## config.mk

```make
export PLATFORM = sky130hd
export DESIGN_NAME = instr_encoder
export DESIGN_NICKNAME = d
export VERILOG_FILES = /design/src/rtl/instr_encoder.sv
export SDC_FILE = /design/constraint.sdc
export NUM_CORES = 1
export LEC_CHECK = 0
export ABC_AREA = 1
export BUFFER_PORTS_ARGS = -buffer_cell sky130_fd_sc_hd__buf_2
export CORE_UTILIZATION = 50
export CTS_CLUSTER_DIAMETER = 80
export DETAILED_ROUTE_END_ITERATION = 10
export GPL_TIMING_DRIVEN = 0
export PLACE_DENSITY_LB_ADDON = 0.2
export SETUP_SLACK_MARGIN = 0.4
export SLEW_MARGIN = 20
export SYNTH_ARGS = -nofsm -noshare
export SYNTH_HDL_FRONTEND = slang
export SYNTH_SLANG_ARGS = --single-unit
```

## constraint.sdc

```tcl
create_clock -name clk_i -period 2.6 [get_ports clk_i]
set_input_delay 0.26 -clock clk_i [delete_from_list [all_inputs] [get_ports clk_i]]
set_output_delay 0.26 -clock clk_i [all_outputs]
set_load 0.005 [all_outputs]
```

## src/rtl/instr_encoder.sv

```systemverilog
// Instruction encoder/loader: range-checks imm per opcode and packs words to sequential imem addresses. Optional IMM_SAT_EN clamps out-of-range imms.
// Latency 1 cycle accept->wr_valid_o; in_ready_o drops combinationally on a write stall, on start_i, and outside a session.
module instr_encoder #(
  parameter int MEM_SIZE = 4096,
  parameter int ADDR_W   = 12
) (
  input  logic              clk_i,
  input  logic              rst_i,
  input  logic              start_i,
  input  logic              in_valid_i,
  output logic              in_ready_o,
  input  logic [3:0]        op_i,
  input  logic [4:0]        ra_i,
  input  logic [4:0]        rb_i,
  input  logic [31:0]       imm_i,
  output logic              wr_valid_o,
  input  logic              wr_ready_i,
  output logic [ADDR_W-1:0] wr_addr_o,
  output logic [31:0]       wr_data_o,
  output logic              full_o,
  output logic              err_o,
  output logic [7:0]        err_cnt_o
);

  typedef enum logic [1:0] {IDLE, LOAD, FULL} state_t;

  localparam logic [3:0]        OP_LI     = 4'd2;
  localparam logic [3:0]        OP_J      = 4'd8;
  localparam logic [ADDR_W-1:0] LAST_ADDR = ADDR_W'(MEM_SIZE - 4);

  state_t      state;
  logic        oor;
  logic [27:0] clamp_val;
  logic [27:0] imm_eff;
  logic [31:0] packed_word;
  logic        accept;
  logic        wr_fire;
  logic        load_word;

  // Range check looks only at the bits above the field's sign bit.
  always_comb begin
    oor       = 1'b0;
    clamp_val = 28'h0;
    case (op_i)
      OP_J: begin
        oor       = !((&imm_i[31:27]) || !(|imm_i[31:27]));
        clamp_val = imm_i[31] ? 28'h800_0000 : 28'h7FF_FFFF;
      end
      OP_LI: begin
        oor       = !((&imm_i[31:22]) || !(|imm_i[31:22]));
        clamp_val = imm_i[31] ? 28'hFC0_0000 : 28'h03F_FFFF;
      end
      default: begin
        oor       = !((&imm_i[31:17]) || !(|imm_i[31:17]));
        clamp_val = imm_i[31] ? 28'hFFE_0000 : 28'h001_FFFF;
      end
    endcase
  end

`ifdef IMM_SAT_EN
  assign imm_eff   = oor ? clamp_val : imm_i[27:0];
  assign load_word = accept;
`else
  assign imm_eff   = imm_i[27:0];
  assign load_word = accept && !oor;
`endif

  always_comb begin
    packed_word = {op_i, ra_i, rb_i, imm_eff[17:0]};
    case (op_i)
      OP_J:    packed_word = {op_i, imm_eff};
      OP_LI:   packed_word = {op_i, ra_i, imm_eff[22:0]};
      default: packed_word = {op_i, ra_i, rb_i, imm_eff[17:0]};
    endcase
  end

  // No acceptance while the final word is still in flight, so nothing can slip past the last address.
  assign in_ready_o = (state == LOAD) && !start_i &&
                      (!wr_valid_o || (wr_ready_i && (wr_addr_o != LAST_ADDR)));
  assign accept  = in_valid_i && in_ready_o;
  assign wr_fire = wr_valid_o && wr_ready_i;
  assign full_o  = (state == FULL);

  always_ff @(posedge clk_i) begin
    if (rst_i) begin
      state      <= IDLE;
      wr_valid_o <= 1'b0;
      wr_addr_o  <= '0;
      wr_data_o  <= '0;
      err_o      <= 1'b0;
      err_cnt_o  <= '0;
    end else if (start_i) begin
      state      <= LOAD;
      wr_valid_o <= 1'b0;
      wr_addr_o  <= '0;
      err_o      <= 1'b0;
      err_cnt_o  <= '0;
    end else begin
      err_o <= accept && oor;
      if (accept && oor && (err_cnt_o != 8'hFF))
        err_cnt_o <= err_cnt_o + 8'd1;
      if (wr_fire) begin
        if (wr_addr_o == LAST_ADDR)
          state <= FULL;
        else
          wr_addr_o <= wr_addr_o + ADDR_W'(4);
      end
      if (load_word) begin
        wr_valid_o <= 1'b1;
        wr_data_o  <= packed_word;
      end else if (wr_fire) begin
        wr_valid_o <= 1'b0;
      end
    end
  end

endmodule

```

==> out/results.ini, run 1 <==
[outcome]
outcome=completed

[timing]
rsz0062_at_grt=no
whs_ns=0.1530
slew_viol_final=0
skew_ns=0.008015
max_freq_mhz=554.1
setup_viol=0
hold_viol=0
finalCriticalPeriod_ns=1.805
period_share_pct=69.41
fin_tns_setup_ns=0

[yosys]
async_flop_share_pct=0
yosys.area.top_type_share_pct=37.27
postSynthCellCount=403
yosys-top-cells-count=nand2_1, nor2_1, dfxtp_1
ys_seq_area_share_pct=37.27
synth_area_leaders=dfxtp_1, nand2_1, nor2_1
syn_avg_cell_area_um2=7.197
synth_most_common_cell=nand2_1
synth.distinct_cells=34
ys_ff_latch=54
synth-main-ff-cell=dfxtp_1
yosysWarnings=0
syn_area_mm2=0.002900
synth_edf_count=0
synth_area_leader_cell=dfxtp_1

[power_and_ir_drop]
p_per_area_mw_per_mm2=457.5
p_leak_nw=1.777
ir_drop_uv=233.7

[final_layout]
syn2layout_area_growth_pct=26.10
drive_gt1_share_pct=35.47
multi_input_area_mm2=0.001510
seq_area_mm2=0.001081
n_antenna_cell=0
n_fill_cell=536
nets=568

[global_routing]
grtUsageMet2_pct=37.28
top_usage_layer=met2
grt-ovfl-total=0
grt_antenna_before_repair=0
grtUsageMet3_pct=4.419
grt_pass1_wl_um=10490
grt_util_met1_pct=26.15
grt_pass1_vias=2450
grt_usage_pct=21.05
grt_max_degree=17

[critical_path]
worstSetupEndpointType=output port
cpMaxStageDelayCell=dfxtp_1
critical_path_buf_inv_count=2
critPathRequiredTime_ns=2.34
cpLargestDelayFamily=simple AND/OR/NAND/NOR gates
crit_chain=ha_1, nand2_1, nor2_1, nand4_1, nand2_2, inv_1, buf_2
crit_path_max_incr_delay_ns=0.39
start_kind=flip-flop
path_class=reg -> out
cp_data_arrival_time_ns=1.54
cp_max_fo=4

[place]
dp_hpwl_um=4943
place_congestion=0.8403
port_buffers=104

[detailed_routing]
drc=0
wire_per_inst_um=10.76
via_count=2818
firstDrtPassIters=4
wl_um=6326
ant_nets=0
drt_iter0_markers=121
vias_per_cell=4.793

[clock_network]
htreeDepth=2
post-cts-setup-buffers=0
cts-root-buf=clkbuf_8
hold_buffers=0
clock_sinks=54
cts_buffer_depth=2
clk_latency_ns=0.30
numCtsBuffers=5
clk_pin_slew_ns=0.10
cts_tree=done
post_cts_resize_count=0

[worst_hold_path]
hp-class=in -> reg

[die]
ios=107
initial_core_util_pct=52.35
dieHeight_um=78.16
core_mm2=0.005540
dieArea_mm2=0.006109
rows=27
die_x_um=78.16

[job]
maxCapViolCount=0

[flip-flops by register name, summed over array words and instances, names as in the netlist]
signal / count
err_cnt_o: 8
err_o: 1
state: 2
wr_addr_o: 10
wr_data_o: 32
wr_valid_o: 1
[metrics by stage]
stage / util (%) / worst slack [ns] / total power [mW] / instances / cell area, um2
5_1_grt: 66.01 / 0.6348 / 1.752 / 588 / 3657
6_report: 66.01 / 0.7954 / 1.673 / 588 / 3657
3_5_place_dp: 63.44 / 0.8597 / 1.018 / 580 / 3515
2_1_floorplan: - / 1.047 / 0.9500 / 404 / 2904
3_3_place_gp: 63.44 / 0.8901 / 1.016 / 580 / 3515
4_1_cts: 66.01 / 0.7732 / 1.700 / 588 / 3657
[worst register-to-register path: cells and delay by family, from the launching register on]
kind	cells	cell delay [ns]
AO/OA/AOI/OAI	1	0.17
flip-flops	1	0.35
AND/OR/NAND/NOR	7	0.67
buffers and inverters	1	0.18
adder cells (fa/ha/maj)	1	0.27
[cells by family after synthesis]
group                      count (synthesis)  share of synthesized area (%)
other                                      1                         0.1293
muxes                                      5                          1.941
xor gates and xnor gates                   7                          2.114
DFF                                       54                          37.27
AOI/OAI and AO/OA                         46                          8.067
buffers and inverters                     59                          10.78
adders and majority gates                  2                         0.8627
and+or+nand+nor                          229                          38.83
[path summary, 6_finish.rpt]
kind / from / endpoint / slack (ns) / cells after the start
setup / recovery: wr_addr_o[2]$_SDFFE_PP0P_ / in_ready_o / 0.80 / 7
hold / removal: rst_i / state[0]$_SDFFE_PP0P_ / 0.15 / 2
setup reg to reg: wr_addr_o[2]$_SDFFE_PP0P_ / wr_data_o[16]$_SDFFE_PP0P_ / 0.84 / 10
hold reg to reg: state[1]$_SDFFE_PP0P_ / state[1]$_SDFFE_PP0P_ / 0.47 / 2
[routing by layer]
layer / vias to the layer above / share of wire, %
li1: 1485 / -
met5: - / 0
met3: 4 / 5.2
met1: 1251 / 47
met2: 78 / 47
met4: 0 / 0.60
[where the power goes]
group	internal, mW	total, mW	switching, mW	leakage (nW)
sequential	0.834	0.839	0.00516	0.436
combinational	0.0717	0.160	0.0884	1.27
clock	0.411	0.674	0.264	0.0714
total	1.32	1.67	0.357	1.78
[cell usage in the layout (no fill, tap or decap)]
| cell | instances |
|---|---|
| a21oi_1 | 11 |
| a21oi_2 | 1 |
| buf_12 | 3 |
| buf_2 | 105 |
| buf_4 | 3 |
| buf_6 | 3 |
| bufinv_16 | 2 |
| clkbuf_1 | 4 |
| clkbuf_8 | 6 |
| clkinv_1 | 1 |
| conb_1 | 2 |
| dfxtp_1 | 54 |
| ha_1 | 2 |
| inv_1 | 40 |
| inv_2 | 2 |
| inv_4 | 1 |
| inv_6 | 1 |
| mux2_2 | 5 |
| nand2_1 | 77 |
| nand2_2 | 8 |
| nand2_4 | 1 |
| nand3_1 | 13 |
| nand3_2 | 2 |
| nand3_4 | 2 |
| nand3b_1 | 1 |
| nand4_1 | 14 |
| nand4_2 | 1 |
| nor2_1 | 69 |
| nor2_2 | 33 |
| nor2_4 | 2 |
| nor2_8 | 2 |
| nor3_1 | 4 |
| o21ai_0 | 23 |
| o21ai_1 | 11 |
| xnor2_1 | 4 |
| xor2_1 | 3 |
[layout make-up]
cell class,instances,share of cell area (%)
multi-input cells,291,41.29
flip-flops and latches,54,29.56
repair buffers,104,14.23
inverters,45,4.824
plain buffers,14,3.729
well taps,72,2.463
clock buffers,6,2.258
clock inverters,2,1.642
Power figures use the tool's default switching activity.
==> run 2: changes to the inputs <==
- clock period: 2.6 -> 1.75 ns (I/O delays scaled with it)
==> out/results.ini, run 2 (synthesis gave the netlist of run 1 again) <==
[outcome]
outcome=completed

[detailed_routing]
firstDrtPassIters=4  ; unchanged
wl_um=7072  ; +12%
wire_per_inst_um=11.75  ; +9.2%
via_count=2907  ; +3.2%
drc=0  ; unchanged
vias_per_cell=4.829  ; +0.76%
ant_nets=0  ; unchanged
drt_iter0_markers=157  ; +30%

[die]
dieArea_mm2=0.006109  ; unchanged
rows=27  ; unchanged
die_x_um=78.16  ; unchanged
ios=107  ; unchanged
dieHeight_um=78.16  ; unchanged
core_mm2=0.005540  ; unchanged
initial_core_util_pct=52.35  ; unchanged

[critical_path]
critPathRequiredTime_ns=1.99  ; -0.35 ns
rr_startpoint=wr_addr_o[2]$_SDFFE_PP0P_
critPathLaunch=wr_addr_o[2]$_SDFFE_PP0P_
cp_data_arrival_time_ns=1.84  ; +0.30 ns
regToRegSetupSlack_ns=0.15  ; -0.69 ns
worstSetupEndpointType=flip-flop
start_kind=flip-flop
r2r_end=wr_data_o[16]$_SDFFE_PP0P_
rr_worst_depth=11  ; +1
cp_max_fo=10  ; +6
path_class=reg -> reg
critPathCapture=wr_data_o[16]$_SDFFE_PP0P_

[timing]
hold_viol=0  ; unchanged
finalCriticalPeriod_ns=1.604
fin_tns_setup_ns=0  ; unchanged
period_share_pct=91.67
max_slew.worst_pin.slew_ns=0.5488
fin_ws_ns=0.1458  ; -0.6496 ns
setup_viol=0  ; unchanged
rsz0062_at_grt=yes
slew_viol_final=0  ; unchanged
skew_ns=0.003486  ; -0.004529 ns
slew-limit-headroom_pct=63.42
max_freq_mhz=623.4

[clock_network]
clock_sinks=54  ; unchanged
numCtsBuffers=5  ; unchanged
clk_pin_slew_ns=0.09  ; about the same
cts_buffer_depth=2  ; unchanged
clk_latency_ns=0.30  ; about the same
cts-root-buf=clkbuf_8
cts_tree=done
htreeDepth=2  ; unchanged

[power_and_ir_drop]
ir_drop_uv=415.9  ; +78%
p_per_area_mw_per_mm2=600.7  ; +31%
p_leak_nw=1.879  ; +5.8%

[global_routing]
grtUsageMet3_pct=6.279  ; +1.9 points
grt_antenna_before_repair=0  ; unchanged
top_usage_layer=met2
grt_pass1_wl_um=11960  ; +14%
grt_max_degree=16  ; -1
grt_pass1_vias=2793  ; +14%
grt_util_met1_pct=29.42  ; +3.3 points
grt_usage_pct=24.31  ; +3.3 points
grt-ovfl-total=0  ; unchanged
grtUsageMet2_pct=41.40  ; +4.1 points

[job]
maxCapViolCount=0  ; unchanged

[place]
port_buffers=104  ; unchanged
place_congestion=0.8624  ; +2.6%
dp_hpwl_um=4966  ; +0.47%
dp_slack_ns=0.09474  ; -0.7650 ns

[final_layout]
reg_top3=wr_data_o x32, wr_addr_o x10, err_cnt_o x8
top_register=wr_data_o
largest_register_ffs=32  ; unchanged
seq_area_mm2=0.001100  ; +1.7%
multi_input_area_mm2=0.001610  ; +6.6%
layout_common_cells=buf_2, nand2_1, nor2_1
drive_gt1_share_pct=42.45  ; +7.0 points
final_common_cell=buf_2
nets=583  ; +2.6%
n_antenna_cell=0  ; unchanged
n_fill_cell=479  ; -11%
syn2layout_area_growth_pct=34.77

[worst_hold_path]
hold_start=rst_i
hp-class=in -> reg

run 2: changes by cell type in the layout (fill, tap and decap cells not counted), sizes merged:
cell,before,now
nand3,17,18
buf,114,126
clkbuf,10,11
bufinv,2,1
nand2,86,87
run 2: stage by stage:
| stage | utilization, % | std cells | total power [mW] | instance area, um2 | hold WS [ns] |
|---|---|---|---|---|---|
| 6_report | 70.55 | 602 | 2.348 | 3909 | 0.06128 |
| 5_1_grt | 70.55 | 602 | 2.454 | 3909 | 0.05902 |
| 3_5_place_dp | 63.91 | 580 | 1.511 | 3541 | 0.3737 |
| 4_1_cts | 69.51 | 601 | 2.367 | 3851 | 0.05275 |
| 3_3_place_gp | 63.91 | 580 | 1.508 | 3541 | 0.3656 |
| 2_1_floorplan | - | 404 | 1.411 | 2930 | 0.2441 |
run 2: area by class of cell:
| cell class | instances | area share (%) |
|---|---|---|
| inverters | 45 | 4.577 |
| clock buffers | 6 | 2.113 |
| well taps | 72 | 2.305 |
| flip-flops and latches | 54 | 28.14 |
| clock inverters | 1 | 0.7682 |
| repair buffers | 117 | 17.25 |
| multi-input cells | 293 | 41.20 |
| plain buffers | 14 | 3.649 |
run 2: per-layer routing:
metal | up-vias | wire, um | part of all wire (%)
met3 | 13 | 461 | 6.5
li1 | 1518 | - | -
met2 | 88 | 3271 | 46
met4 | 0 | 110 | 1.6
met5 | - | 0 | 0
met1 | 1288 | 3229 | 46
run 2: repair_timing:
action / in CTS / in global routing
endpoints found under the setup margin: 53 / 55
hold buffers: 0 / 0
resized for setup: 39 / 11
gates cloned: 6 / 1
setup buffers: 8 / 0
pin swaps: 17 / 3
run 2: critical path: stages, from the launching register on:
cell,delay (ns)
dfxtp_4,0.37
ha_4,0.16
nand2_2,0.05
nor2_1,0.03
nand4_1,0.08
nand2_2,0.12
nor2_8,0.13
nand3_4,0.16
inv_8,0.15
buf_12,0.15
nor2_2,0.03
nor2_1,0.10
run 2: power breakdown:
group / switching, mW / internal, mW / total, mW
clock: 0.388 / 0.458 / 0.846
combinational: 0.142 / 0.117 / 0.259
sequential: 0.00776 / 1.24 / 1.24
run 2: worst min-delay path by stage:
stage                                       end  slack, ns  depth (start not counted)
after global routing      state[0]$_SDFFE_PP0P_       0.06                          2
final                     state[0]$_SDFFE_PP0P_       0.06                          2
after detailed placement  state[0]$_SDFFE_PP0P_       0.37                          2
after floorplan           state[0]$_SDFFE_PP0P_       0.24                          1
after CTS                 state[0]$_SDFFE_PP0P_       0.05                          2
after global placement    state[0]$_SDFFE_PP0P_       0.37                          2
==> run 3: changes to the inputs <==
- CORE_UTILIZATION: 50 -> 40
==> out/results.ini, run 3 (synthesis gave the netlist of run 1 again) <==
[outcome]
outcome=completed

[clock_network]
clk_latency_ns=0.30  ; about the same
cts_tree=done
cts-root-buf=clkbuf_8
clk_pin_slew_ns=0.10  ; about the same
numCtsBuffers=5  ; unchanged
cts_buffer_depth=2  ; unchanged
clock_sinks=54  ; unchanged
htreeDepth=2  ; unchanged
hold_buffers=0  ; unchanged

[final_layout]
layout_common_cells=buf_2, nand2_1, nor2_1
top_register=wr_data_o
n_fill_cell=687  ; +43%
syn2layout_area_growth_pct=34.51
final_common_cell=buf_2
drive_gt1_share_pct=42.08  ; -0.38 points
n_antenna_cell=0  ; unchanged
largest_register_ffs=32  ; unchanged
utilization_pct=56.49  ; -14 points
reg_top3=wr_data_o x32, wr_addr_o x10, err_cnt_o x8
design_area_mm2=0.003901  ; -0.19%
post_layout_nonfiller_instances=626  ; +4.0%
nets=582  ; -0.17%

[detailed_routing]
ant_nets=0  ; unchanged
top_layer=met4
m1WireLength_um=3224  ; -0.15%
firstDrtPassIters=4  ; unchanged
wire_per_inst_um=11.32  ; -3.6%
via_count=2853  ; -1.9%
drt_iter0_markers=71  ; -55%
vias_per_cell=4.558  ; -5.6%
wl_um=7088  ; +0.23%
wl_met2_um=3311  ; +1.2%
drc=0  ; unchanged
met3_length_um=467  ; +1.3%

[critical_path]
cpMaxStageDelayCell=dfxtp_4
worstSetupEndpointType=flip-flop
critPathRequiredTime_ns=1.95  ; -0.04 ns
crit_path_max_incr_delay_ns=0.37  ; about the same
start_kind=flip-flop
cpLargestDelayFamily=simple AND/OR/NAND/NOR gates
cp_data_arrival_time_ns=1.77  ; -0.07 ns
cp_max_fo=10  ; unchanged
path_class=reg -> reg
regToRegSetupSlack_ns=0.18  ; +0.04 ns
critical_path_buf_inv_count=1  ; -1
crit_chain=ha_4, nand2_2, nor2_1, nand4_1, nand2_2, nor2_8, nand3_4, buf_6, o21ai_0, nor2_1

[timing]
max_freq_mhz=638.2  ; +2.4%
hold_viol=0  ; unchanged
finalCriticalPeriod_ns=1.567  ; -0.03733 ns
rsz0062_at_grt=yes
fin_ws_ns=0.1832  ; +0.03733 ns
slew_viol_final=0  ; unchanged
fin_tns_setup_ns=0  ; unchanged
skew_ns=0.006308  ; +0.002822 ns
setup_viol=0  ; unchanged
period_share_pct=89.53  ; -2.1 points

[power_and_ir_drop]
p_per_area_mw_per_mm2=600.7  ; about the same
ir_drop_uv=343.7  ; -17%
p_leak_nw=1.857  ; -1.2%

[die]
ios=107  ; unchanged
initial_core_util_pct=41.99  ; -10 points
dieHeight_um=87.15  ; +12%
core_mm2=0.006907  ; +25%
die_x_um=87.15  ; +12%
dieArea_mm2=0.007595  ; +24%
rows=30  ; +11%

[worst_hold_path]
hp-class=in -> reg

[global_routing]
grt_pass1_vias=2499  ; -11%
grt_pass1_wl_um=11360  ; -5.0%
grt_usage_pct=18.73  ; -5.6 points
grt_antenna_before_repair=0  ; unchanged
grt-ovfl-total=0  ; unchanged
grt_max_degree=17  ; +1

[place]
dpl_cell_area_mm2=0.003571  ; +0.85%
dp_slack_ns=0.08401  ; -0.01073 ns
dp_cells=604  ; +4.1%
place_congestion=0.8106  ; -6.0%
port_buffers=104  ; unchanged
dp_hpwl_um=5089  ; +2.5%

[job]
maxCapViolCount=0  ; unchanged

## run 3: cell types whose count changed in the layout (fill, tap and decap cells not counted), moves of 2 or more
cell,before,now
inv_1,40,38
nand3_2,6,4
nor2_1,67,65
nand2_1,74,71
dfxtp_2,9,7
inv_2,2,4
nor2_2,34,36
nand2_2,12,14
o21ai_0,10,12
dfxtp_1,43,45
o21ai_2,6,1
inv_6,0,2
o21ai_1,18,21
## run 3: final cells by class
type,count,area (um2),share of cell area (%)
well taps,96,120.1,3.079
clock buffers,6,72.57,1.860
repair buffers,118,660.6,16.93
plain buffers,14,142.6,3.656
multi-input cells,291,1592,40.80
inverters,45,178.9,4.586
clock inverters,2,37.54,0.9622
flip-flops and latches,54,1097,28.13
## run 3: final timing paths
check / end / cells after the start / from
worst max-delay path: wr_data_o[10]$_SDFFE_PP0P_ / 10 / wr_addr_o[2]$_SDFFE_PP0P_
worst min-delay path: state[0]$_SDFFE_PP0P_ / 2 / rst_i
worst max register to register: wr_data_o[10]$_SDFFE_PP0P_ / 10 / wr_addr_o[2]$_SDFFE_PP0P_
worst min register to register: state[1]$_SDFFE_PP0P_ / 2 / state[1]$_SDFFE_PP0P_
## run 3: report_power, final
part	switching, mW	leakage, nW	internal, mW
registers	0.00739	0.441	1.24
clock network	0.417	0.0514	0.428
logic	0.140	1.37	0.116
total	0.564	1.86	1.78
## run 3: worst register-to-register path, stage by stage, from the launching register on
cell     delay [ns]
dfxtp_4        0.37
ha_4           0.16
nand2_2        0.05
nor2_1         0.03
nand4_1        0.07
nand2_2        0.12
nor2_8         0.13
nand3_4        0.14
buf_6          0.18
o21ai_0        0.15
nor2_1         0.06
## run 3: per-layer routing
metal  vias up  GRT usage (%)
li1       1519              -
met1      1245          25.06
met2        83          30.21
met3         6          3.886
met4         0          5.961
met5         -              0
## run 3: metrics by stage
stage | hold WS (ns) | total power [mW]
floorplan | 0.2441 | 1.411
global placement | 0.3811 | 1.510
detailed placement | 0.3833 | 1.515
CTS | 0.04977 | 2.379
global route | 0.04553 | 2.470
finish | 0.06896 | 2.343
## run 3: repair_timing
item,4_1_cts,5_1_grt
setup buffers,9,4
endpoints found under the setup margin,53,55
pin swaps,9,7
gates cloned,1,0
resized for setup,18,28
